**src/rtl/simple_register_if.sv**
```systemverilog
// Data bus for simple_register: the value to capture and the registered copy.
// The master drives inputData; the register (slave) drives outputData.
interface simple_register_if #(
    parameter int WIDTH = 8
);
    logic [WIDTH-1:0] inputData;
    logic [WIDTH-1:0] outputData;

    modport master (
        output inputData,
        input  outputData
    );

    modport slave (
        input  inputData,
        output outputData
    );
endinterface

```
**src/rtl/simple_register.sv**
```systemverilog
// WIDTH-bit register that loads its input on every rising clock edge.
// A synchronous reset loads RESET_VALUE and overrides the capture.
module simple_register #(
    parameter int               WIDTH       = 8,
    parameter logic [WIDTH-1:0] RESET_VALUE = {WIDTH{1'b0}}
) (
    input  logic           clock,
    input  logic           reset,
    simple_register_if.slave bus
);
    logic [WIDTH-1:0] stored;

    // No enable: the flop bank loads every cycle, and reset wins when both apply.
    always_ff @(posedge clock) begin
        if (reset) begin
            stored <= RESET_VALUE;
        end else begin
            stored <= bus.inputData;
        end
    end

    // The output comes straight from the flops, so it can only move on an edge.
    assign bus.outputData = stored;
endmodule

```
**src/flat_wrapper.sv**
```systemverilog
// flat-port wrapper written by rule: the top's interface ports become plain ports
module simple_register_flat 
#(
    parameter int               WIDTH       = 8,
    parameter logic [WIDTH-1:0] RESET_VALUE = {WIDTH{1'b0}}
)
  (clock, reset, bus_inputData, bus_outputData);
  simple_register_if #(.WIDTH(WIDTH)) bus_i ();
  input  logic clock;
  input  logic reset;
  input wire logic [$bits(bus_i.inputData)-1:0] bus_inputData;
  output wire logic [$bits(bus_i.outputData)-1:0] bus_outputData;
  assign bus_i.inputData = bus_inputData;
  assign bus_outputData = bus_i.outputData;
  simple_register #(.WIDTH(WIDTH), .RESET_VALUE(RESET_VALUE)) u_core (.clock(clock), .reset(reset), .bus(bus_i));
endmodule
```
**config.mk**
```make
export PLATFORM = sky130hd
export DESIGN_NAME = simple_register_flat
export DESIGN_NICKNAME = d
export VERILOG_FILES = /design/src/rtl/simple_register_if.sv /design/src/rtl/simple_register.sv /design/src/flat_wrapper.sv
export SDC_FILE = /design/constraint.sdc
export NUM_CORES = 1
export LEC_CHECK = 0
export ABC_AREA = 1
export BUFFER_PORTS_ARGS = -buffer_cell sky130_fd_sc_hd__buf_2
export CAP_MARGIN = 10
export CELL_PAD_IN_SITES_DETAIL_PLACEMENT = 0
export CELL_PAD_IN_SITES_GLOBAL_PLACEMENT = 1
export CORE_AREA = 2 2 39 41
export CTS_CLUSTER_SIZE = 40
export DETAILED_ROUTE_END_ITERATION = 12
export DIE_AREA = 0 0 41 43
export MAX_ROUTING_LAYER = met4
export PLACE_DENSITY = 0.59
export SLEW_MARGIN = 0
export SYNTH_ARGS = -nofsm -noshare
export SYNTH_HDL_FRONTEND = slang
export SYNTH_SLANG_ARGS = --single-unit
export TNS_END_PERCENT = 20
```
**constraint.sdc**
```tcl
create_clock -name clock -period 0.8 [get_ports clock]
set_clock_uncertainty 0.05 [all_clocks]
set_input_delay 0.16 -clock clock [delete_from_list [all_inputs] [get_ports clock]]
set_output_delay 0.16 -clock clock [all_outputs]
set_load 0.005 [all_outputs]
```
==> results by group, run 1 <==
Floorplan
  • Die height: 43 um
  • Core area: 1380 sq um
  • I/O pins: 18
  • Die area: 1760 sq um
  • Die width: 41 um
  • Rows: 14
  • Initial core utilization: 16.7%

Critical path
  • Critical Path, Cell by Cell: buf_6
  • Delay-heaviest family, CP: flip-flops
  • Critical path capture point type: primary output
  • Worst-path fanout max: 1
  • Crit path arrival time: 0.66 ns
  • Critical path launch point type: flip-flop
  • Worst EP required: 0.59 ns
  • Setup Crit Path Kind: reg -> out
  • Worst path bufs/invs: 1
  • Max incr delay on CP: 0.31 ns
  • CP max stage cell: dfxtp_2

Min path
  • Hold Crit Start: bus_inputData[7]
  • Hold Crit Class: in -> reg
  • Worst Hold Depth: 3
  • Worst Hold Path EP: u_core.bus.outputData[7]

Cells and area
  • Max reg flops: 8
  • Ant. Diodes: 0
  • Share of layout cells above drive strength 1: 47.7%
  • Layout area overhead: 53.5%
  • Nets: 56
  • Final core utilization: 25.7%
  • Final Non-Filler Cells: 60

Detailed routing
  • Via count: 198
  • Vias per cell: 3.30
  • Antenna viol nets, final: 0
  • Pre-antenna DRT Iters: 1
  • Drc violations: 0
  • First DRT Iteration DRCs: 0
  • Drt total wl: 432 um
  • Routed len/inst: 7.20 um

Placement
  • DP Cell Count: 57
  • IO Port Bufs: 17
  • Gpl congestion: 0.490
  • Dpl hpwl: 346 um

GRT
  • GRT Util Overall: 7.29%
  • First-pass GRT wire length: 710 um
  • Largest net degree at the start of global routing: 9
  • Grt total ovfl: 0
  • Antenna violations before repair: 0
  • Vias in the first global route: 204

Yosys
  • Post-synthesis sequential element count: 8
  • Share of the synthesized area in the top cell type: 69.2%
  • Syn Area/Cell: 9.26 sq um
  • Cells after Synth: 25
  • Cell taking the most area after synthesis: dfxtp_1
  • Yosys warns: 0
  • Sequential-to-total area share from yosys stat: 69.2%
  • Syn nets: 35
  • Mapped Area: 231 sq um
  • Top post-synthesis cells by area: dfxtp_1, inv_1, nor2_1, buf_6
  • Post-synth cell types: 4

Timing
  • Unrepaired setup endpoints after global routing: true
  • Slew headroom: 89.9%
  • Shortest period the worst path allows: 0.871 ns
  • Hold Worst Slack: 0.0591 ns
  • Final WS setup: -0.0706 ns
  • Fin crit share: 109%
  • Final hold violation count: 0
  • Final setup vio count: 8
  • Pins Over Slew Limit: 0
  • Worst Max-Slew Pin Slew: 0.151 ns
  • Fmax: 1150 MHz

Clocking
  • CTS tree: built
  • Num Clock Sinks: 8
  • CTS Buffer Depth: 2
  • Hold buffers post-CTS: 0
  • Root buffer cell: clkbuf_4
  • CTS H-Tree Depth: 1
  • Cts bufs inserted: 3
  • CTS clk-pin slew, worst paths: 0.05 ns
  • Post-CTS Setup Repair Bufs: 0

Power and ir drop
  • Clock share of power: 37.8%
  • Max rail drop VDD: 0.000478 V
  • Internal cell power: 631 uW
  • Pleak: 0.000214 uW
  • Net Switching: 161 uW
  • Power Density: 2230 nW/um^2
  • Sw frac: 20.3%
  • Combinational power share: 8.5%
  • Overall Power: 792 uW
  • Share of power burned in registers: 53.7%

Run status
  • Failing checks: negative setup slack
  • Status: complete, but fails checks

Job
  • Max-cap violation count: 0
cell type report:
| type | count | area [sq um] |
|---|---|---|
| fill | 166 | 1030 |
| inverter | 8 | 30.0 |
| multi-input combinational | 8 | 30.0 |
| timing repair buffer | 17 | 91.3 |
| tap | 16 | 20.0 |
| sequential | 8 | 161 |
| clock buffer | 3 | 22.5 |
through the flow:
stage	setup TNS, ns	setup WS (ns)	area, sq um
after floorplan	0	0.292	231
after global placement	0	0.201	325
after detailed placement	0	0.187	325
after CTS	-0.608	-0.0895	348
after global routing	-0.837	-0.114	355
final	-0.483	-0.0706	355
power by group through the flow:
stage	Combinational [uW]	Clock, uW	Sequential [uW]
floorplan	23.6	0	437
global placement	65.6	0	432
detailed placement	66.7	0	433
CTS	66.8	323	424
global route	78.4	357	427
finish	67.4	299	425
how the worst max path moves through the flow:
stage	start	end	slack (ns)	cells after the start
after floorplan	u_core.bus.outputData[0]	bus_outputData[0]	0.29	0
after global placement	u_core.bus.outputData[0]	bus_outputData[0]	0.20	1
after detailed placement	u_core.bus.outputData[1]	bus_outputData[1]	0.19	1
after CTS	u_core.bus.outputData[1]	bus_outputData[1]	-0.09	1
after global routing	u_core.bus.outputData[7]	bus_outputData[7]	-0.11	1
final	u_core.bus.outputData[7]	bus_outputData[7]	-0.07	1
cell usage in the layout, fill, tap and decap left out:
cell type and instances:
buf_6 1, dfxtp_2 1, inv_1 8, clkbuf_4 3, nor2_1 8, dfxtp_1 7, buf_2 16
cell families (layout without fill, tap and decap cells):
kind of cell           Yosys count  count (layout)  share of synthesized area (%)
buffers and inverters            9              28                           17.8
DFF                              8               8                           69.2
and+or+nand+nor                  8               8                           13.0
metal layers:
metal / GRT usage (%) / vias to the layer above / wire length, um
met1: 4.47 / 84 / 144
li1: - / 105 / -
met5: - / - / 0
met3: 4.71 / 0 / 47
met4: 10.0 / 0 / 0
met2: 10.3 / 9 / 241
cells in the mapped netlist:
| cell type | instances |
|---|---|
| inv_1 | 8 |
| dfxtp_1 | 8 |
| buf_6 | 1 |
| nor2_1 | 8 |
what timing repair did:
action                     4_1_cts  5_1_grt
resized for setup                0        2
pin swaps                        0        0
setup endpoints to repair        8        8
Note: power is estimated with default switching activity, not from simulation.
==> run 2: changes to the inputs <==
Settings changed: BUFFER_PORTS_ARGS -buffer_cell sky130_fd_sc_hd__buf_2 to unset, DONT_BUFFER_PORTS set to 1, PLACE_DENSITY 0.59 to 0.42, SKIP_LAST_GASP set to 1.
==> run 2 against run 1 <==
Effect of this change: the flow now finishes without violations; total power decreased by 0.19%; sequential power increased by 2%; die area unchanged; non-clock buffer count decreased by 8; via count decreased by 13%; hold slack improved by 0.40 ns; largest power group unchanged.
==> results by group, run 2 (synthesis gave the netlist of run 1 again) <==
Clocking
  • CTS Buffer Depth: 2 (unchanged)
  • CTS tree: built (unchanged)
  • CTS H-Tree Depth: 1 (unchanged)
  • Post-CTS Setup Repair Bufs: 0 (unchanged)
  • Num Clock Sinks: 8 (unchanged)
  • CTS clk-pin slew, worst paths: 0.05 ns (about the same)
  • Root buffer cell: clkbuf_4 (unchanged)
  • Cts bufs inserted: 3 (unchanged)

Floorplan
  • Initial core utilization: 16.7% (unchanged)
  • Die height: 43 um (unchanged)
  • Core area: 1380 sq um (unchanged)
  • Rows: 14 (unchanged)
  • Die area: 1760 sq um (unchanged)
  • Die width: 41 um (unchanged)
  • I/O pins: 18 (unchanged)

Placement
  • IO Port Bufs: 0 (was 17)
  • Gpl congestion: 0.512 (was 0.490)
  • DP Cell Count: 40 (was 57)
  • Pre-CTS WS: 0.275 ns (was 0.187 ns)
  • Placed Area: 240 sq um (was 325 sq um)

Power and ir drop
  • Power Density: 2200 nW/um^2 (was 2230 nW/um^2)
  • Pleak: 0.000182 uW (was 0.000214 uW)
  • Overall Power: 790 uW (was 792 uW)
  • Max rail drop VDD: 0.000540 V (was 0.000478 V)

Critical path
  • Worst EP required: 0.59 ns (about the same)
  • Number of stages on the worst setup path: 0 (was 1)
  • Crit path arrival time: 0.57 ns (was 0.66 ns)
  • Critical path capture point type: primary output (unchanged)
  • Setup Crit Path Kind: reg -> out (unchanged)
  • Critical path launch point type: flip-flop (unchanged)
  • Worst-path fanout max: 1 (unchanged)

GRT
  • M3 GR Usage: 5.24% (was 4.71%)
  • GR peak layer: met2 (unchanged)
  • Grt met2 use: 8.75% (was 10.3%)
  • Largest net degree at the start of global routing: 6 (was 9)
  • First-pass GRT wire length: 731 um (was 710 um)
  • Grt total ovfl: 0 (unchanged)
  • GR Util met1: 6.73% (was 4.47%)
  • GRT Util Overall: 7.30% (was 7.29%)
  • Antenna violations before repair: 0 (unchanged)
  • Vias in the first global route: 164 (was 204)

Run status
  • Status: finished, final reports clean (was complete, but fails checks)

Timing
  • Fmax: 1280 MHz (was 1150 MHz)
  • Unrepaired setup endpoints after global routing: true (unchanged)
  • Final WS setup: 0.0175 ns (was -0.0706 ns)
  • Final hold violation count: 0 (unchanged)
  • Shortest period the worst path allows: 0.782 ns (was 0.871 ns)
  • Slew headroom: 87.4% (was 89.9%)
  • Final setup vio count: 0 (was 8)
  • Pins Over Slew Limit: 0 (unchanged)
  • Hold Worst Slack: 0.461 ns (was 0.0591 ns)
  • Fin crit share: 97.8% (was 109%)
  • Worst Max-Slew Pin Slew: 0.188 ns (was 0.151 ns)

Job
  • Max-cap violation count: 0 (unchanged)

Detailed routing
  • First DRT Iteration DRCs: 0 (unchanged)
  • Vias per cell: 3.33 (was 3.30)
  • Drt total wl: 443 um (was 432 um)
  • Antenna viol nets, final: 0 (unchanged)
  • Via count: 173 (was 198)
  • Drc violations: 0 (unchanged)
  • Routed len/inst: 8.52 um (was 7.20 um)
  • Pre-antenna DRT Iters: 1 (unchanged)

Cells and area
  • Layout area overhead: 55.1% (was 53.5%)
  • Final Non-Filler Cells: 52 (was 60)
  • Nets: 48 (was 56)
  • Share of layout cells above drive strength 1: 22.2% (was 47.7%)
  • Commonest non-fill, non-tap cell in the layout: dlygate4sd3_1 (was buf_2)
  • Ant. Diodes: 0 (unchanged)
  • Max reg flops: 8 (unchanged)
  • Commonest cells after routing, fill and taps aside: dlygate4sd3_1, inv_1, nor2_1 (was buf_2, inv_1, nor2_1)
  • Final Cell Area: 359 sq um (was 355 sq um)

Min path
  • Worst Hold Depth: 2 (was 3)
  • Hold Crit Class: in -> reg (unchanged)
## run 2: cell count changes in the layout (fill, tap and decap cells not counted), sizes merged
cell	previous run	this run
buf	17	0
dlygate4sd3	0	9
## run 2: repair_timing
item | 4_1_cts | 5_1_grt
setup endpoints to repair | 3 | 9
hold buffers | 9 | 0
resized for setup | 2 | 3
hold endpoints to repair | 8 | 0
## run 2: area by class of cell
| type | count | area, sq um |
|---|---|---|
| Clock buffer | 3 | 22.5 |
| Fill cell | 158 | 1020 |
| Inverter | 8 | 30.0 |
| Multi-Input combinational cell | 8 | 30.0 |
| Sequential cell | 8 | 166 |
| Tap cell | 16 | 20.0 |
| Timing Repair Buffer | 9 | 90.1 |
## run 2: where the power goes
part           internal [uW]  switching (uW)  total (uW)
registers                423            9.48         433
logic                   36.6            16.9        53.5
clock network            171             133         304
total                    631             159         790
## run 2: path summary, 6_finish.rpt
kind	start	end	slack [ns]
max	u_core.bus.outputData[4]	bus_outputData[4]	0.02
min	reset	u_core.bus.outputData[4]	0.46
## run 2: routing by layer
layer / vias up / share of wire, %
li1: 89 / -
met1: 76 / 33
met2: 8 / 56
met3: 0 / 11
met4: 0 / 0
met5: - / 0
## run 2: stage by stage
step | TNS [ns] | utilization [%]
CTS | -0.000936 | 25.7
floorplan | 0 | -
global route | -0.0566 | 25.9
global placement | 0 | 17.4
finish | 0 | 25.9
detailed placement | 0 | 17.4
